`config.mk`:
```
export PLATFORM = sky130hd
export DESIGN_NAME = dmem_arbiter
export DESIGN_NICKNAME = d
export VERILOG_FILES = /design/src/rtl/dmem_arbiter.sv
export SDC_FILE = /design/constraint.sdc
export NUM_CORES = 1
export LEC_CHECK = 0
export ABC_AREA = 1
export BUFFER_PORTS_ARGS = -buffer_cell sky130_fd_sc_hd__buf_2
export CORE_AREA = 2 2 118 120
export CTS_CLUSTER_DIAMETER = 80
export DETAILED_ROUTE_END_ITERATION = 7
export DIE_AREA = 0 0 120 122
export PLACE_DENSITY_LB_ADDON = 0.05
export SYNTH_ARGS = -nofsm -noshare
export SYNTH_HDL_FRONTEND = slang
export SYNTH_SLANG_ARGS = --single-unit
```
`constraint.sdc`:
```
create_clock -name clk -period 1.65 [get_ports clk]
set_input_delay 0.33 -clock clk [delete_from_list [all_inputs] [get_ports clk]]
set_output_delay 0.33 -clock clk [all_outputs]
set_load 0.005 [all_outputs]
```
`src/rtl/dmem_arbiter.sv`:
```
// Two-port round-robin arbiter and sequencer for a single-port data memory.
// Each access gets a one-cycle memory slot, then a registered response.
module dmem_arbiter #(
  parameter int unsigned DEPTH_WORDS = 64
) (
  input  logic        clk,
  input  logic        rst_n,
  input  logic        p0_req,
  input  logic        p0_we,
  input  logic [31:0] p0_addr,
  input  logic [31:0] p0_wdata,
  output logic        p0_gnt,
  output logic        p0_rvalid,
  output logic [31:0] p0_rdata,
  output logic        p0_err,
  input  logic        p1_req,
  input  logic        p1_we,
  input  logic [31:0] p1_addr,
  input  logic [31:0] p1_wdata,
  output logic        p1_gnt,
  output logic        p1_rvalid,
  output logic [31:0] p1_rdata,
  output logic        p1_err,
  output logic        mem_we,
  output logic [31:0] mem_addr,
  output logic [31:0] mem_wdata,
  input  logic [31:0] mem_rdata
);

  localparam logic StIdle   = 1'b0;
  localparam logic StAccess = 1'b1;
  localparam logic [31:0] LimitBytes = 32'(4 * DEPTH_WORDS);

  logic        state_q, state_d;
  logic        owner_q, owner_d;
  logic        last_q, last_d;
  logic [1:0]  rvalid_q, rvalid_d;
  logic [1:0]  err_q, err_d;
  logic [31:0] rdata0_q, rdata0_d;
  logic [31:0] rdata1_q, rdata1_d;

  logic        active;
  logic        sel_we;
  logic [31:0] sel_addr;
  logic [31:0] sel_wdata;
  logic        bad;
  logic [31:0] resp_data;

  assign active    = (state_q == StAccess);
  assign sel_we    = owner_q ? p1_we    : p0_we;
  assign sel_addr  = owner_q ? p1_addr  : p0_addr;
  assign sel_wdata = owner_q ? p1_wdata : p0_wdata;
  assign bad       = (sel_addr[1:0] != 2'b00) || (sel_addr >= LimitBytes);

  // Gated on registered state so a reset mid-slot drops mem_we at once.
  assign mem_we    = active && sel_we && !bad;
  assign mem_addr  = active ? sel_addr  : 32'd0;
  assign mem_wdata = active ? sel_wdata : 32'd0;

  assign p0_gnt    = active && !owner_q;
  assign p1_gnt    = active && owner_q;
  assign p0_rvalid = rvalid_q[0];
  assign p1_rvalid = rvalid_q[1];
  assign p0_err    = err_q[0];
  assign p1_err    = err_q[1];
  assign p0_rdata  = rdata0_q;
  assign p1_rdata  = rdata1_q;

  assign resp_data = (!sel_we && !bad) ? mem_rdata : 32'd0;

  always_comb begin
    state_d  = state_q;
    owner_d  = owner_q;
    last_d   = last_q;
    rvalid_d = 2'b00;
    err_d    = 2'b00;
    rdata0_d = rdata0_q;
    rdata1_d = rdata1_q;
    if (state_q == StIdle) begin
      if (p0_req && p1_req) begin
        owner_d = ~last_q;
        state_d = StAccess;
      end else if (p0_req || p1_req) begin
        owner_d = p1_req;
        state_d = StAccess;
      end
    end else begin
      state_d = StIdle;
      last_d  = owner_q;
      if (owner_q) begin
        rvalid_d = 2'b10;
        err_d    = {bad, 1'b0};
        rdata1_d = resp_data;
      end else begin
        rvalid_d = 2'b01;
        err_d    = {1'b0, bad};
        rdata0_d = resp_data;
      end
    end
  end

  always_ff @(posedge clk or negedge rst_n) begin
    if (!rst_n) begin
      state_q  <= StIdle;
      owner_q  <= 1'b0;
      last_q   <= 1'b1;
      rvalid_q <= 2'b00;
      err_q    <= 2'b00;
      rdata0_q <= 32'd0;
      rdata1_q <= 32'd0;
    end else begin
      state_q  <= state_d;
      owner_q  <= owner_d;
      last_q   <= last_d;
      rvalid_q <= rvalid_d;
      err_q    <= err_d;
      rdata0_q <= rdata0_d;
      rdata1_q <= rdata1_d;
    end
  end

endmodule

```
**Word-level counts from Yosys, hierarchy flattened**

Index checks and enable logic that the tools add are counted.
Widths: inputs -> output; s select.

- Mux-type cells: 15
- Reductions and logical operators: 16
- Magnitude comparators: 1
- Bitwise operators: 3

Operator list:

| kind | count |
|---|---|
| $mux 32 | 5 |
| $ge 32x9->1 const B | 1 |
| $mux 2 | 4 |
| $logic_and 1x1->1 | 6 |
| $mux 1 | 6 |
| $reduce_and 2->1 | 3 |
| $reduce_bool 2->1 | 2 |
| $logic_not 1->1 | 3 |
| $not 1->1 | 3 |
| $logic_or 1x1->1 | 2 |

- Input port bits: 166
- Output and inout bits: 135
- Register bits after elaboration: 71
- Word-level logic and storage cells: 42

**Depth between registers and ports, before layout**

- Depth after elaboration: 6
- Mapped depth: 13
- Mapped depth without buffers: 10

**Worst setup path before layout**

OpenSTA, ideal clock, no wires.

- Path type: register to output
- Start: register owner_q
- End: output port mem_wdata[10]
- Required time: 1.320 ns
- Slack: -0.171 ns
- Cell stages (with the launch flop): 8
- Buffers on the path: 4
- Data arrival time: 1.491 ns
- Cell sequence: dfrtp_1 > buf_4 > buf_6 > nand2_1 > inv_1 > buf_2 > buf_1 > a22o_1

- Word-level cells in the longest chain between the ends: 2

RTL lines:

| what | line | text |
|---|---|---|
| start: declaration | 35 | `logic owner_q, owner_d;` |
| start signal: assignment | 113 | `owner_q <= owner_d;` |
| $mux 32 | 52 | `assign sel_wdata = owner_q ? p1_wdata : p0_wdata;` |
| $mux 32 | 58 | `assign mem_wdata = active ? sel_wdata : 32'd0;` |
| end: declaration | 26 | `output logic [31:0] mem_wdata,` |

Every way passes these cells.

**Worst setup path in the final report**

- Start: register owner_q
- End: output port mem_we

- Word-level cells in the longest chain between the ends: 5
- Elaborated cells between the ends (all ways): 8
- Classes of those cells: order compare: 1; mux: 2; reduce/logical: 5

RTL lines:

| what | line | text |
|---|---|---|
| $mux 32 | 51 | `assign sel_addr = owner_q ? p1_addr : p0_addr;` |
| $ge 32x9->1 or $reduce_bool 2->1 (tied branches) | 53 | `assign bad = (sel_addr[1:0] != 2'b00) \|\| (sel_addr >= LimitBytes);` |
| $logic_or 1x1->1 | 53 |  |
| $logic_not 1->1 | 56 | `assign mem_we = active && sel_we && !bad;` |
| $logic_and 1x1->1 * | 56 |  |
| end: declaration | 24 | `output logic mem_we,` |

Every way passes the cells marked *; elsewhere a longest branch is shown, timed or not.

==> run summary <==
Status - finished, violations left
Violated checks - setup timing
#FFs+latches synth - 71
Setup_tns - -40.40 ns
Pins Over Slew Limit - 0
Initial Util - 29.1%
Detailed Routing Iterations Pass 1 - 4
Tot Pwr - 0.00594 W
Vias per Instance - 4.82
Synthesized area per cell - 7.43 µm²
Most frequent cells in the layout - buf_2, nand2_1, dfrtp_1, nand4_1, buf_4
Hold Path Class - primary input to flip-flop
Drt drc - 0
Final period utilization - 134%
F_max - 0.451 GHz
Max layer used - met5
CP max FO - 22
Yosys warnings - 0
First-pass GRT wire length - 26,700 µm
Die width - 120 µm
Core footprint - 0.0135 mm²
Cells after synthesis - 529
Worst path required time - 1.32 ns
CTS buffer count - 9
Crit path cell chain - buf_12 -> or2_1 -> o21ai_2 -> nand2_1 -> nor2_1 -> nand2_2 -> nor4_2 -> buf_2
Yosys cell types - 21
Initial antenna violation count - 5
CP delay by family, top - simple AND/OR/NAND/NOR gates
Via count - 5,142
WHS - 0.252 ns
Commonest non-fill, non-tap cell in the layout - buf_2
Setup Skew - 0.00580 ns
Met2 Wirelength - 9390 µm
RSZ-0062 raised after global routing - true
Max VDD drop - 0.000569 V
IO buf count - 300
Iter 0 DRT Violations - 266
Root Driver - clkbuf_16
Die area - 0.0146 mm²
Metal1 wirelength - 7230 µm
Max-Cap Viols - 0
Core Util, Final - 51.0%
CTS max path bufs - 2
Final worst slack - -0.569 ns
Final hold violations - 0
Worst setup SP type - flip-flop
Floorplan row count - 43
CTS Sinks - 71
Post-layout min period - 2.22 ns
Setup CP Type - flip-flop to output port
Critical Path Max Stage Delay - 0.44 ns
Total track usage - 23.7%
Routed length on met3 - 1200 µm
Buf/Inv on CP - 2
Detailed-route wire length - 18,500 µm
Final HPWL DP - 14,000 µm
Share of layout cells above drive strength 1 - 51.2%
Mapped Area - 0.00393 mm²
Largest net degree at the start of global routing - 42
Post-DR wirelength/cell - 17.4 µm
Clock-pin slew of the registers on the worst-case setup and hold paths - 0.05 ns
Crit-path slowest cell - dfrtp_2
Slew @ Worst Pin - 0.441 ns
Count of final setup violators - 133
Clock latency on the worst-skew pair - 0.33 ns
CTS tree - done
Total gr overflow - 0
Post-route antenna net violation count - 0
Sequential fraction of the synthesis area - 45.3%
Htree depth - 3
Post-DP Area - 0.00612 mm²
PD cells - 862 mW/mm²
Leakage - 4.16 nW
Routability Congestion - 0.890
Nets - 1,044
Number of global-route vias before repair - 4,810
Die Span Y - 122 µm
Syn Nets - 695
Area grow syn2layout - 75.3%
CP Capture Type - output port
CP arrival - 1.89 ns
Final Instance Area - 0.00689 mm²
I/O pin cnt - 301
Slew HR - 70.6%
-- sequential cells by signal, summed over array words and instances (netlist names) --
name      cells
p0_rdata     32
p1_rdata     32
err_q         2
rvalid_q      2
active        1
last_q        1
owner_q       1
-- logic make-up after synthesis --
group	after synthesis	share of synthesized area, %
AND/OR/NAND/NOR	331	36.1
AO/OA/AOI/OAI	56	10.2
multiplexers	1	0.255
buffers and inverters	70	8.18
flip-flops	71	45.3
-- final timing paths --
path                                startpoint                       to  slack (ns)  cells past startpoint
min in group asynchronous                rst_n  p1_rdata[6]$_DFFE_PN0P_        0.50                      2
setup / recovery           owner_q$_DFFE_PN0P_                   mem_we       -0.57                      8
max in group asynchronous                rst_n       last_q$_DFFE_PN1P_        0.54                      3
hold / removal                          p0_req         active$_DFF_PN0_        0.25                      3
setup reg to reg           owner_q$_DFFE_PN0P_  p1_rdata[4]$_DFFE_PN0P_       -0.36                     12
hold reg to reg             last_q$_DFFE_PN1P_       last_q$_DFFE_PN1P_        0.46                      2
-- worst min-delay path: cells and delay by family --
family | cells | cell delay (ns)
compound gates | 1 | 0.06
buf+inv | 2 | 0.15
-- power breakdown --
| group | internal, W | switching [W] |
|---|---|---|
| sequential | 0.00178 | 0.0000198 |
| clock | 0.00106 | 0.000728 |
| combinational | 0.00114 | 0.00121 |
| total | 0.00398 | 0.00196 |
-- stage by stage --
stage | setup WS [ns] | cells
4_1_cts | -0.622 | 1051
2_1_floorplan | -0.0281 | 529
6_report | -0.569 | 1067
3_5_place_dp | -0.308 | 1032
3_3_place_gp | -0.292 | 1032
5_1_grt | -0.711 | 1067
-- Yosys cell counts (all sizes together) --
cell      n  area [µm²]
buf      23         145
dfstp     1        26.3
a21oi    17        85.1
nor2     33         126
nand2   226         848
nand4    64         400
inv      26        97.6
a22o     32         280
mux2i     1        10.0
clkbuf   21        78.8
o21ai     7        35.0
dfrtp    70        1750
nand3     5        25.0
nor4      1        6.26
or2       2        12.5
-- area by class of cell --
| type | count | area, µm² |
|---|---|---|
| Clock inverter | 5 | 33.8 |
| Antenna cell | 4 | 10.0 |
| Inverter | 26 | 100 |
| Fill cell | 1373 | 6620 |
| Multi-Input combinational cell | 388 | 2050 |
| Clock buffer | 11 | 243 |
| Tap cell | 180 | 225 |
| Timing Repair Buffer | 382 | 2450 |
| Sequential cell | 71 | 1780 |
-- repair_timing --
item,in CTS,in global routing
cloned,2,4
buffers inserted,0,8
hold endpoints to repair,15,0
resized for setup,27,36
hold buffers,1,0
pin swaps,6,8
endpoints found under the setup margin,133,133
-- routing by layer --
layer,global-route usage [%],up-vias
li1,-,2477
met1,27.6,2419
met2,40.2,202
met3,6.18,42
met4,11.9,2
met5,0,-
Power figures use the tool's default switching activity.
